### config.mk
export PLATFORM = sky130hd
export DESIGN_NAME = restrict_seq_det
export DESIGN_NICKNAME = d
export VERILOG_FILES = /design/src/rtl/restrict_seq_det.sv
export SDC_FILE = /design/constraint.sdc
export NUM_CORES = 1
export LEC_CHECK = 0
export BUFFER_PORTS_ARGS = -buffer_cell sky130_fd_sc_hd__buf_2
export CAP_MARGIN = 10
export CORE_AREA = 4 4 41 43
export CTS_BUF_LIST = sky130_fd_sc_hd__clkbuf_16
export DETAILED_ROUTE_END_ITERATION = 8
export DIE_AREA = 0 0 45 47
export GPL_ROUTABILITY_DRIVEN = 0
export PLACE_DENSITY = 0.5
export SLEW_MARGIN = 20
export SYNTH_ARGS = -nofsm -noshare
export SYNTH_HDL_FRONTEND = slang
export SYNTH_SLANG_ARGS = --single-unit
### constraint.sdc
create_clock -name clk -period 2.8 [get_ports clk]
set_input_delay 0.14 -clock clk [delete_from_list [all_inputs] [get_ports clk]]
set_output_delay 0.14 -clock clk [all_outputs]
set_load 0.02 [all_outputs]
### src/rtl/restrict_seq_det.sv
// restrict_seq_det: overlapping Moore detector for the serial pattern 1-0-1-1.
// A one-hot FSM tracks the longest matched prefix. detect_out is a registered
// flag that is high for one cycle, one edge after the FSM reaches the full-match state.
// Optional checks are compiled in when RESTRICT_SEQ_DET_ASSERT_EN is defined.
module restrict_seq_det (
    input  logic clk,
    input  logic reset,
    input  logic seq_in,
    output logic detect_out
);

    localparam int unsigned STATE_W = 5;

    typedef enum logic [STATE_W-1:0] {
        S0 = 5'b00001,  // idle / no useful prefix
        S1 = 5'b00010,  // seen "1"
        S2 = 5'b00100,  // seen "10"
        S3 = 5'b01000,  // seen "101"
        S4 = 5'b10000   // seen "1011"
    } state_e;

    state_e state_q, state_d;
    logic   detect_q, detect_d;

    // State and flag registers; synchronous reset discards any partial match.
    always_ff @(posedge clk) begin
        if (reset) begin
            state_q  <= S0;
            detect_q <= 1'b0;
        end else begin
            state_q  <= state_d;
            detect_q <= detect_d;
        end
    end

    // Next-state and flag logic; S4 falls back to S1/S2 so matches may overlap.
    always_comb begin
        state_d  = S0;
        detect_d = (state_q == S4);
        case (state_q)
            S0:      state_d = seq_in ? S1 : S0;
            S1:      state_d = seq_in ? S1 : S2;
            S2:      state_d = seq_in ? S3 : S0;
            S3:      state_d = seq_in ? S4 : S2;
            S4:      state_d = seq_in ? S1 : S2;
            default: state_d = S0;
        endcase
    end

    assign detect_out = detect_q;

`ifdef RESTRICT_SEQ_DET_ASSERT_EN
    // Checker-only history of the bits sampled since the last reset.
    logic [3:0] chk_hist_q, chk_hist_d;
    logic [2:0] chk_cnt_q, chk_cnt_d;
    logic       chk_match_q, chk_match_d;
    logic       chk_started_q;

    // Shift in each sampled bit; chk_match_q marks the edge detect_out must rise.
    always_comb begin
        chk_hist_d  = {chk_hist_q[2:0], seq_in};
        chk_cnt_d   = (chk_cnt_q == 3'd4) ? chk_cnt_q : chk_cnt_q + 3'd1;
        chk_match_d = (chk_cnt_q == 3'd4) && (chk_hist_q == 4'b1011);
    end

    // History registers, cleared with the design.
    always_ff @(posedge clk) begin
        if (reset) begin
            chk_hist_q  <= 4'b0000;
            chk_cnt_q   <= 3'd0;
            chk_match_q <= 1'b0;
        end else begin
            chk_hist_q  <= chk_hist_d;
            chk_cnt_q   <= chk_cnt_d;
            chk_match_q <= chk_match_d;
        end
    end

    // Marks that at least one edge has passed, for the initial-reset assumption.
    always_ff @(posedge clk) begin
        chk_started_q <= 1'b1;
    end

    a_state_onehot: assert property (@(posedge clk) disable iff (reset)
        $onehot(state_q));

    a_match_flags: assert property (@(posedge clk) disable iff (reset)
        chk_match_q |-> detect_out);

    a_no_back_to_back: assert property (@(posedge clk) disable iff (reset)
        detect_out |-> !$past(detect_out));

    c_match_seen: cover property (@(posedge clk) disable iff (reset)
        chk_match_q && detect_out);

    m_reset_first: assume property (@(posedge clk)
        !chk_started_q |-> reset);
`endif

endmodule

== Word level (Yosys, flattened, before mapping) ==
Cells that the tools add are included.
Word-level totals
  bits of input ports: 3
  register bits: 6
  output and inout bits: 1
Cells by class
  reduce and logical (&&, ||, !) cells: 1
  muxes and demuxes: 5
  equality and inequality tests: 5
Operators with widths (count)
  $pmux W5 S4: 1
  $eq A5 B1 Y1 const B: 1
  $eq A5 B2 Y1 const B: 1
  $eq A5 B3 Y1 const B: 1
  $eq A5 B4 Y1 const B: 1
  $eq A5 B5 Y1 const B: 1
  $mux W5: 1
  $mux W4: 1
  $mux W3: 1
  $mux W2: 1
  $reduce_or A2 Y1: 1

== Logic depth before layout (Yosys ltp) ==
Gate-level depths: netlist of run 1.
  depth in word-level cells: 3
  gate-level depth with buffers: 4
  depth with buffers taken out: 3

== Worst setup path before layout of run 1 ==
OpenSTA, ideal clock, no wires.
  path kind: register -> register
  from: reg state_q[0]
  to: reg state_q[0]
  setup time: 124 ps
  data required time: 2676 ps
  path buffers: 1
  setup slack: 1472 ps
  stages on the path, launching flop included: 5
  data arrival time: 1204 ps
  cell sequence: dfxtp_1 buf_6 or4_4 a221oi_2 o21ai_1
Between the ends
  longest elaborated chain between the ends: 3
  elaborated cells between the ends (all ways): 7
  those cells by class: eq/ne (5); mux (1); reduce/logical (1)
Ends and longest elaborated chain
  start, declared: line 22  | state_e state_q, state_d;
  start signal, assigned: line 31  | state_q <= state_d;
  $eq A5 B5 Y1 / $eq A5 B2 Y1 (equally long branches): line 40  | case (state_q)
  $reduce_or A2 Y1 (no line)
  $pmux W5 S4 (*): line 40
Every way passes the cells marked *; elsewhere a longest branch is shown, timed or not.
A chain may end at the register's enable or synchronous reset.

== Final worst setup path of run 1 ==
  from: reg state_q[4]
  to: reg state_q[0]
The elaborated chain is that of the path after synthesis.

==> flow_summary.toml, run 1 <==
[worst_setup_path]
critPathArrivalTime_ps = 1530
cp_cell_sequence = "or4_4 > a221oi_2 > o21ai_1"
crit_required_ps = 2900
critPathCaptureType = "flop"
max_stage_delay_ps = 560
cpMaxStageDelayCell = "or4_4"
crit_fanout = 12
criticalPathCategory = "reg2reg"
startpoint_type = "flop"

[synth]
yosysMostFrequentCell = "dfxtp_1"
ys_top_cells_by_count = "dfxtp_1, nor4_1, xor2_1"
syn_area_sq_um = 329
synth_cells = 38
ys.flop_type = "dfxtp_1"
syn_nets = 41
synth_edf_count = 0
synth_top_area_share = 0.365
yosysUniqueCellTypes = 19
synth_seq_area_share = 0.365
syn_avg_cell_area_sq_um = 8.66
ys_ff_latch = 6
async_flop_share = 0
synth_area_leaders = "dfxtp_1, xor2_1, nor4_1"
yosys_warnings = 0
yosys.area.top_type = "dfxtp_1"

[final_layout]
nFillCells = 152
syn2layout_area_growth_pct = 24.3
final_util = 0.314
drive_above_1_share = 0.205
antennaDiodeCount = 0
final_net_count = 44

[clocking]
clk_latency_ps = 230
clock_path_buffers = 2
cts_tree = "done"
holdBufCountCts = 0
cts_resized = 0
cts.sink_count = 6
cts_max_level = 1
cts_root_buf = "clkbuf_16"
clkSlewWorstSetupHoldPaths_ps = 30
cts_buffers = 3
postCtsSetupRepairBufs = 0

[die]
initial_core_util = 0.253
dieArea_sq_mm = 0.00212
core_area_sq_mm = 0.00130
io_pins = 4
fp.dieH_um = 47
dieWidth_um = 45
rows = 13

[sta]
slew_headroom = 0.718
hold_viol = 0
finalClockSkew_ps = 1.62
maxSlewViolCount = 0
rsz0062_at_grt = "no"
setup_ws_ps = 1370
clock.fmax_mhz = 698
worst_pin_slew_ps = 422
fin_crit_sh = 0.511
tns_ps = 0
finalCriticalPeriod_ps = 1430
finalSetupViolCount = 0

[detailed_routing]
ant_nets = 0
dr.pass1.iters = 4
drc = 0
routedWlPerCell_um = 11.5
drt_iter0_drc = 1
routed_wl_um = 623
vias_per_cell = 5.04
vias = 272

[placement]
port_buffers = 3
place.detailed.hpwl_um = 428
dp_slack_ps = 1380

[global_route]
grt_pass1_wl_um = 1180
grt_pass1_vias = 278
antenna_found_initial = 0
gr-usage-all-layers = 0.0831
gr-total-overflow = 0
grt_start_max_net_pins = 13

[power]
ir_drop_mv = 0.301
p_leak_nw = 0.177
p_per_area_mw_per_mm2 = 850

[flow_run]
drv_cap = 0

[hold_path]
hp-class = "in2reg"

[run_status]
outcome = "completed"
[path summary, 6_finish.rpt]
kind,slack [ps],cells after the start,startpoint,to
max,1370,3,state_q[4],state_q[0]
min,140,2,seq_in,state_q[2]
max reg2reg,1370,3,state_q[4],state_q[0]
min reg2reg,560,2,state_q[2],state_q[3]
[final cells by class]
cell class                      instances  area (sq um)  share of cell area
Inverter                                1          3.75             0.00917
Sequential cell                         6           120               0.294
Timing Repair Buffer                    3          15.0              0.0367
Multi-Input combinational cell         26           176               0.431
Clock buffer                            3          75.1               0.183
Tap cell                               15          18.8              0.0459
[power by group]
part	switching, mW	internal, mW	leakage (nW)	total, mW
sequential	0.00793	0.0894	0.0488	0.0973
combinational	0.00921	0.0122	0.0907	0.0214
clock	0.0460	0.183	0.0370	0.229
total	0.0631	0.285	0.177	0.348
[routing by layer]
metal / up-vias / wire (um) / track usage
met4: 0 / 0 / 0.0702
met2: 6 / 277 / 0.105
met3: 0 / 37 / 0.0345
li1: 139 / - / -
met1: 127 / 308 / 0.107
met5: - / 0 / 0
[metrics by stage]
| step | total power, mW | area (sq um) | instances | hold slack, ps |
|---|---|---|---|---|
| after floorplan | 0.119 | 329 | 38 | 219 |
| after global placement | 0.120 | 334 | 51 | 373 |
| after detailed placement | 0.120 | 334 | 51 | 371 |
| after CTS | 0.352 | 409 | 54 | 137 |
| after global routing | 0.361 | 409 | 54 | 156 |
| final | 0.348 | 409 | 54 | 137 |
[critical path: cells and delay by family, from the launching register on]
family | cells | cell delay [ps]
DFF | 1 | 420
and+or+nand+nor | 1 | 560
AOI/OAI and AO/OA | 2 | 320
[flip-flops by register name, summed over array words and instances, names as in the netlist]
| signal | cells |
|---|---|
| state_q | 5 |
| detect_out | 1 |
[cells by family after synthesis]
logic type      synth area share
buf+inv                   0.0989
compound gates             0.190
xor+xnor                   0.106
simple gates               0.240
flops                      0.365
[cells in the final DEF (no fill, tap or decap)]
cell       netlist  final
dfxtp_1          6      6
xor2_1           4      4
nor4_1           4      4
o21ai_0          3      3
o21ai_1          3      3
clkbuf_16        0      3
buf_2            2      3
nor3_1           2      2
nand2_1          2      2
inv_1            1      1
o211a_1          1      1
o21a_1           1      1
or4_4            1      1
a221oi_2         1      1
nand2b_1         1      1
nor2_1           1      1
or3_1            1      1
nor4b_1          1      1
Note: power is estimated with default switching activity, not from simulation.
==> run 2, diff against run 1 <==
Settings changed: ABC_AREA from default to 1, PLACE_DENSITY 0.5 to 0.49.
Clock period 2.8 ns to 1.3 ns, I/O delays scaled along.
==> run 2 against run 1 <==
  * First-iteration DRC count grew to 6.0 times the previous value
  * Cell count is 15% higher
  * Power increased by 120%
  * Hold slack worse by 120 ps
  * Largest cell class unchanged
  * Clock power is 120% higher
  * Sequential share of layout area decreased by 0.62 points
  * Setup slack worse by 1000 ps
  * Cell area grew 2.1%
  * Maximum frequency increased by 51%
  * Highest routed layer is now met4
  * Critical path depth grew 3
  * Clock skew shrank 0.53 ps
==> flow_summary.toml, run 2 <==
[hold_path]
hp-class = "in2reg"
min_to = "state_q[2]"
holdCritStartpoint = "seq_in"
hold_depth = 2

[final_layout]
largest_reg_flops = 5
syn2layout_area_growth_pct = 35.2
drive_above_1_share = 0.447
layout_commonest_cell = "nand2_1"
regMostFlops = "state_q"
final_net_count = 52
layout_common_cells = "nand2_1, dfxtp_1, inv_2, nor2_2"
multi_input_area_sq_um = 163
stdcell_count = 62
nFillCells = 143
antennaDiodeCount = 0
regArea_sq_um = 120

[die]
rows = 13
dieArea_sq_mm = 0.00212
io_pins = 4
fp.dieH_um = 47
initial_core_util = 0.237
dieWidth_um = 45
core_area_sq_mm = 0.00130

[clocking]
clock_path_buffers = 2
cts_root_buf = "clkbuf_16"
cts_resized = 0
holdBufCountCts = 0
clk_latency_ps = 230
cts_max_level = 1
postCtsSetupRepairBufs = 0
cts.sink_count = 6
clkSlewWorstSetupHoldPaths_ps = 30
cts_tree = "done"
cts_buffers = 3

[sta]
worst_pin_slew_ps = 226
fin_crit_sh = 0.731
finalClockSkew_ps = 1.09
hold_viol = 0
finalCriticalPeriod_ps = 950
tns_ps = 0
finalSetupViolCount = 0
slew_headroom = 0.848
rsz0062_at_grt = "no"
maxSlewViolCount = 0
clock.fmax_mhz = 1050

[power]
internal_power_mw = 0.608
combPwrFrac = 0.075
switching_power_mw = 0.144
switching_share = 0.192
ir_drop_mv = 0.613
power_frac_clock = 0.660
p_leak_nw = 0.179
seqPwrFrac = 0.265
p_per_area_mw_per_mm2 = 1800

[synth]
ys.flop_type = "dfxtp_1"
ys_top_cells_by_count = "nand2_1, dfxtp_1, inv_2, nor2_2"
yosysMostFrequentCell = "nand2_1"
synth_seq_area_share = 0.389
yosys.area.top_type = "dfxtp_1"
syn_nets = 44
synth_area_leaders = "dfxtp_1, nand2_1, nor2_2"
synth_top_area_share = 0.389
ys_ff_latch = 6
synth_cells = 41
async_flop_share = 0
synth_edf_count = 0
yosysUniqueCellTypes = 15
syn_area_sq_um = 309
syn_avg_cell_area_sq_um = 7.54
yosys_warnings = 0

[global_route]
grt_pass1_vias = 225
gr-total-overflow = 0
grt_busiest_layer = "met4"
antenna_found_initial = 0
use_met3 = 0.0460
grt_util_met1 = 0.0636
grt_use_met2 = 0.0791
grt_pass1_wl_um = 848
gr-usage-all-layers = 0.0656
grt_start_max_net_pins = 6

[detailed_routing]
dr.pass1.iters = 4
ant_nets = 0
vias_per_cell = 4.10
routed_wl_um = 509
routedWlPerCell_um = 8.21
drc = 0
drt_iter0_drc = 6
vias = 254

[worst_setup_path]
cpMaxStageDelayCell = "dfxtp_1"
crit_fanout = 5
max_stage_delay_ps = 330
critPathArrivalTime_ps = 1070
cp_cell_sequence = "nor2_2 > nand2_2 > nor2_2 > nor2_2 > nand2_1 > nand2_1"
crit_required_ps = 1420
startpoint_type = "flop"
worst-path-buf-inv = 0
criticalPathCategory = "reg2reg"
ff2ff_setup_slack_ps = 350
cpMostUsedCell = "nor2_2"
rr_endpoint = "state_q[0]"
critPathCaptureType = "flop"
r2r-start = "state_q[1]"
cpLargestDelayFamily = "simple AND/OR/NAND/NOR gates"
reg2regPathDepth = 6

[placement]
place.detailed.hpwl_um = 411
port_buffers = 3
place_inst = 59

[flow_run]
drv_cap = 0

[run_status]
outcome = "completed"
==> run 2: cell families after synthesis <==
group                  share of synthesized area
and+or+nand+nor                            0.498
buffers and inverters                     0.0850
DFF                                        0.389
AOI/OAI and AO/OA                         0.0283
==> run 2: routing by layer <==
metal | vias up | part of all wire
met3 | 5 | 0.071
met4 | 0 | 0.067
met1 | 101 | 0.47
li1 | 142 | -
met5 | - | 0
met2 | 6 | 0.39
==> run 2: worst max-delay path by stage <==
stage / slack [ps] / cells after the start / startpoint / endpoint
floorplan: 420 / 6 / state_q[2] / state_q[0]
global placement: 330 / 6 / state_q[1] / state_q[0]
detailed placement: 350 / 6 / state_q[2] / state_q[0]
CTS: 350 / 6 / state_q[2] / state_q[0]
global route: 250 / 6 / state_q[1] / state_q[0]
finish: 350 / 6 / state_q[1] / state_q[0]
==> run 2: power groups by stage <==
stage	registers, mW	clock network (mW)	logic, mW
2_1_floorplan	0.201	0	0.0464
3_3_place_gp	0.203	0	0.0568
3_5_place_dp	0.202	0	0.0566
4_1_cts	0.200	0.504	0.0568
5_1_grt	0.201	0.518	0.0635
6_report	0.200	0.496	0.0562
==> run 2: cell type report <==
| cell class | count | area share |
|---|---|---|
| tap | 15 | 0.0449 |
| multi-input combinational | 28 | 0.389 |
| inverter | 7 | 0.0629 |
| clock buffer | 3 | 0.180 |
| sequential | 6 | 0.287 |
| timing repair buffer | 3 | 0.0359 |
==> run 2: per-stage QoR <==
stage,setup WS (ps),area (sq um),power [mW],hold slack (ps),utilization
global placement,329,343,0.260,253,0.263
floorplan,420,309,0.248,134,-
detailed placement,351,343,0.259,250,0.263
global route,254,418,0.782,24.4,0.321
CTS,346,418,0.760,12.1,0.321
finish,350,418,0.752,15.5,0.321
==> run 3, diff against run 2 <==
Settings changed: ABC_AREA 1 to 0, PLACE_DENSITY 0.49 to 0.5.
Clock period 1.3 ns to 1 ns, I/O delays scaled along.
==> run 3 against run 2 <==
  * The flow now finishes with violations (setup timing)
  * Via count is 26% higher
  * First-iteration DRC count shrank 67%
  * Register-to-register slack worse by 620 ps
  * Sequential power is 28% higher
  * Global-route usage grew 2.6 points
  * Combinational power increased by 140%
  * Sequential share of layout area shrank 5.0 points
  * Wire length up 50%
  * Clock-buffer cell count stayed put
  * Non-clock buffer count increased by 9
  * Cell area is 22% higher
  * Largest cell class unchanged
==> flow_summary.toml, run 3 (synthesis results as in run 1) <==
[worst_setup_path]
r2r-start = "state_q[0]"
crit_fanout = 2
crit_required_ps = 1110
rr_endpoint = "state_q[0]"
ff2ff_setup_slack_ps = -270
reg2regPathDepth = 3
criticalPathCategory = "reg2reg"
critPathCaptureType = "flop"
critPathArrivalTime_ps = 1370
startpoint_type = "flop"

[power]
ir_drop_mv = 1.22
p_per_area_mw_per_mm2 = 2040
p_leak_nw = 0.227

[placement]
port_buffers = 3
placed_area_sq_um = 394
place.detailed.hpwl_um = 475
place_inst = 59

[final_layout]
largest_reg_flops = 5
nFillCells = 136
final_util = 0.392
syn2layout_area_growth_pct = 55.1
layout_common_cells = "buf_4, dfxtp_1, xor2_1, o21ai_1"
stdcell_count = 63
regMostFlops = "state_q"
drive_above_1_share = 0.479
final_net_count = 53
design_area_sq_um = 510
layout_commonest_cell = "buf_4"
regArea_sq_um = 121
antennaDiodeCount = 0
multi_input_area_sq_um = 201

[global_route]
gr-total-overflow = 0
gr-usage-all-layers = 0.0918
antenna_found_initial = 0
grt_pass1_vias = 280
grt_start_max_net_pins = 12
grt_pass1_wl_um = 1240

[run_status]
violations = "setup timing"
outcome = "complete, but fails checks"

[sta]
finalCriticalPeriod_ps = 1270
setup_ws_ps = -266
finalSetupViolCount = 6
rsz0062_at_grt = "yes"
finalClockSkew_ps = 0.230
hold_viol = 0
fin_crit_sh = 1.27
tns_ps = -988
whs_ps = 42.2
worst_pin_slew_ps = 344
slew_headroom = 0.769
clock.fmax_mhz = 790
maxSlewViolCount = 0

[clocking]
clk_latency_ps = 230
cts_root_buf = "clkbuf_16"
cts.sink_count = 6
cts_buffers = 3
clkSlewWorstSetupHoldPaths_ps = 30
clock_path_buffers = 2
holdBufCountCts = 0
cts_max_level = 1
cts_tree = "done"

[die]
core_area_sq_mm = 0.00130
fp.dieH_um = 47
io_pins = 4
initial_core_util = 0.253
rows = 13
dieWidth_um = 45
dieArea_sq_mm = 0.00212

[hold_path]
hold_depth = 2
hp-class = "in2reg"
holdCritStartpoint = "seq_in"
min_to = "state_q[2]"

[detailed_routing]
maxUsedRoutingLayer = "met4"
wl_met2_um = 334
drc = 0
routed_wl_um = 762
met1_length_um = 336
vias = 319
vias_per_cell = 5.06
met3_length_um = 51
ant_nets = 0
routedWlPerCell_um = 12.1
drt_iter0_drc = 2
dr.pass1.iters = 4

[flow_run]
drv_cap = 0
[run 3: final cells by class]
class / instances / area share
well taps: 15 / 0.0368
repair buffers: 12 / 0.176
multi-input cells: 26 / 0.395
flip-flops and latches: 6 / 0.238
inverters: 1 / 0.00735
clock buffers: 3 / 0.147
[run 3: how the worst max path moves through the flow]
stage	startpoint	endpoint	slack, ps
after floorplan	state_q[0]	state_q[0]	-330
after global placement	state_q[0]	state_q[0]	-230
after detailed placement	state_q[0]	state_q[0]	-260
after CTS	state_q[0]	state_q[0]	-270
after global routing	state_q[0]	state_q[0]	-320
final	state_q[0]	state_q[0]	-270
[run 3: stage by stage]
| step | worst slack [ps] | total power, mW |
|---|---|---|
| 2_1_floorplan | -328 | 0.332 |
| 3_3_place_gp | -232 | 0.366 |
| 6_report | -266 | 1.04 |
| 4_1_cts | -268 | 1.03 |
| 5_1_grt | -325 | 1.08 |
| 3_5_place_dp | -261 | 0.364 |
[run 3: timing repair]
action,in CTS,in global routing
gates cloned,0,0
endpoints found under the hold margin,0,0
setup endpoints to repair,5,6
pin swaps,3,2
buffers inserted,0,1
gates resized for setup,5,4
[run 3: power by group]
group          total [mW]  internal [mW]  leakage (nW)  switching (mW)
Combinational       0.135         0.0749         0.141          0.0597
Clock               0.651          0.513        0.0370           0.137
Sequential          0.257          0.251        0.0486         0.00534
Total                1.04          0.840         0.227           0.202
[run 3: worst max-delay path: stages, from the launching register on]
cell	delay [ps]
dfxtp_2	310
or4_4	520
a221oi_2	220
o21ai_1	90
[run 3: routing by layer]
layer / global-route usage / up-vias
li1: - / 158
met1: 0.105 / 147
met2: 0.113 / 9
met3: 0.0345 / 5
met4: 0.123 / 0
met5: 0 / -
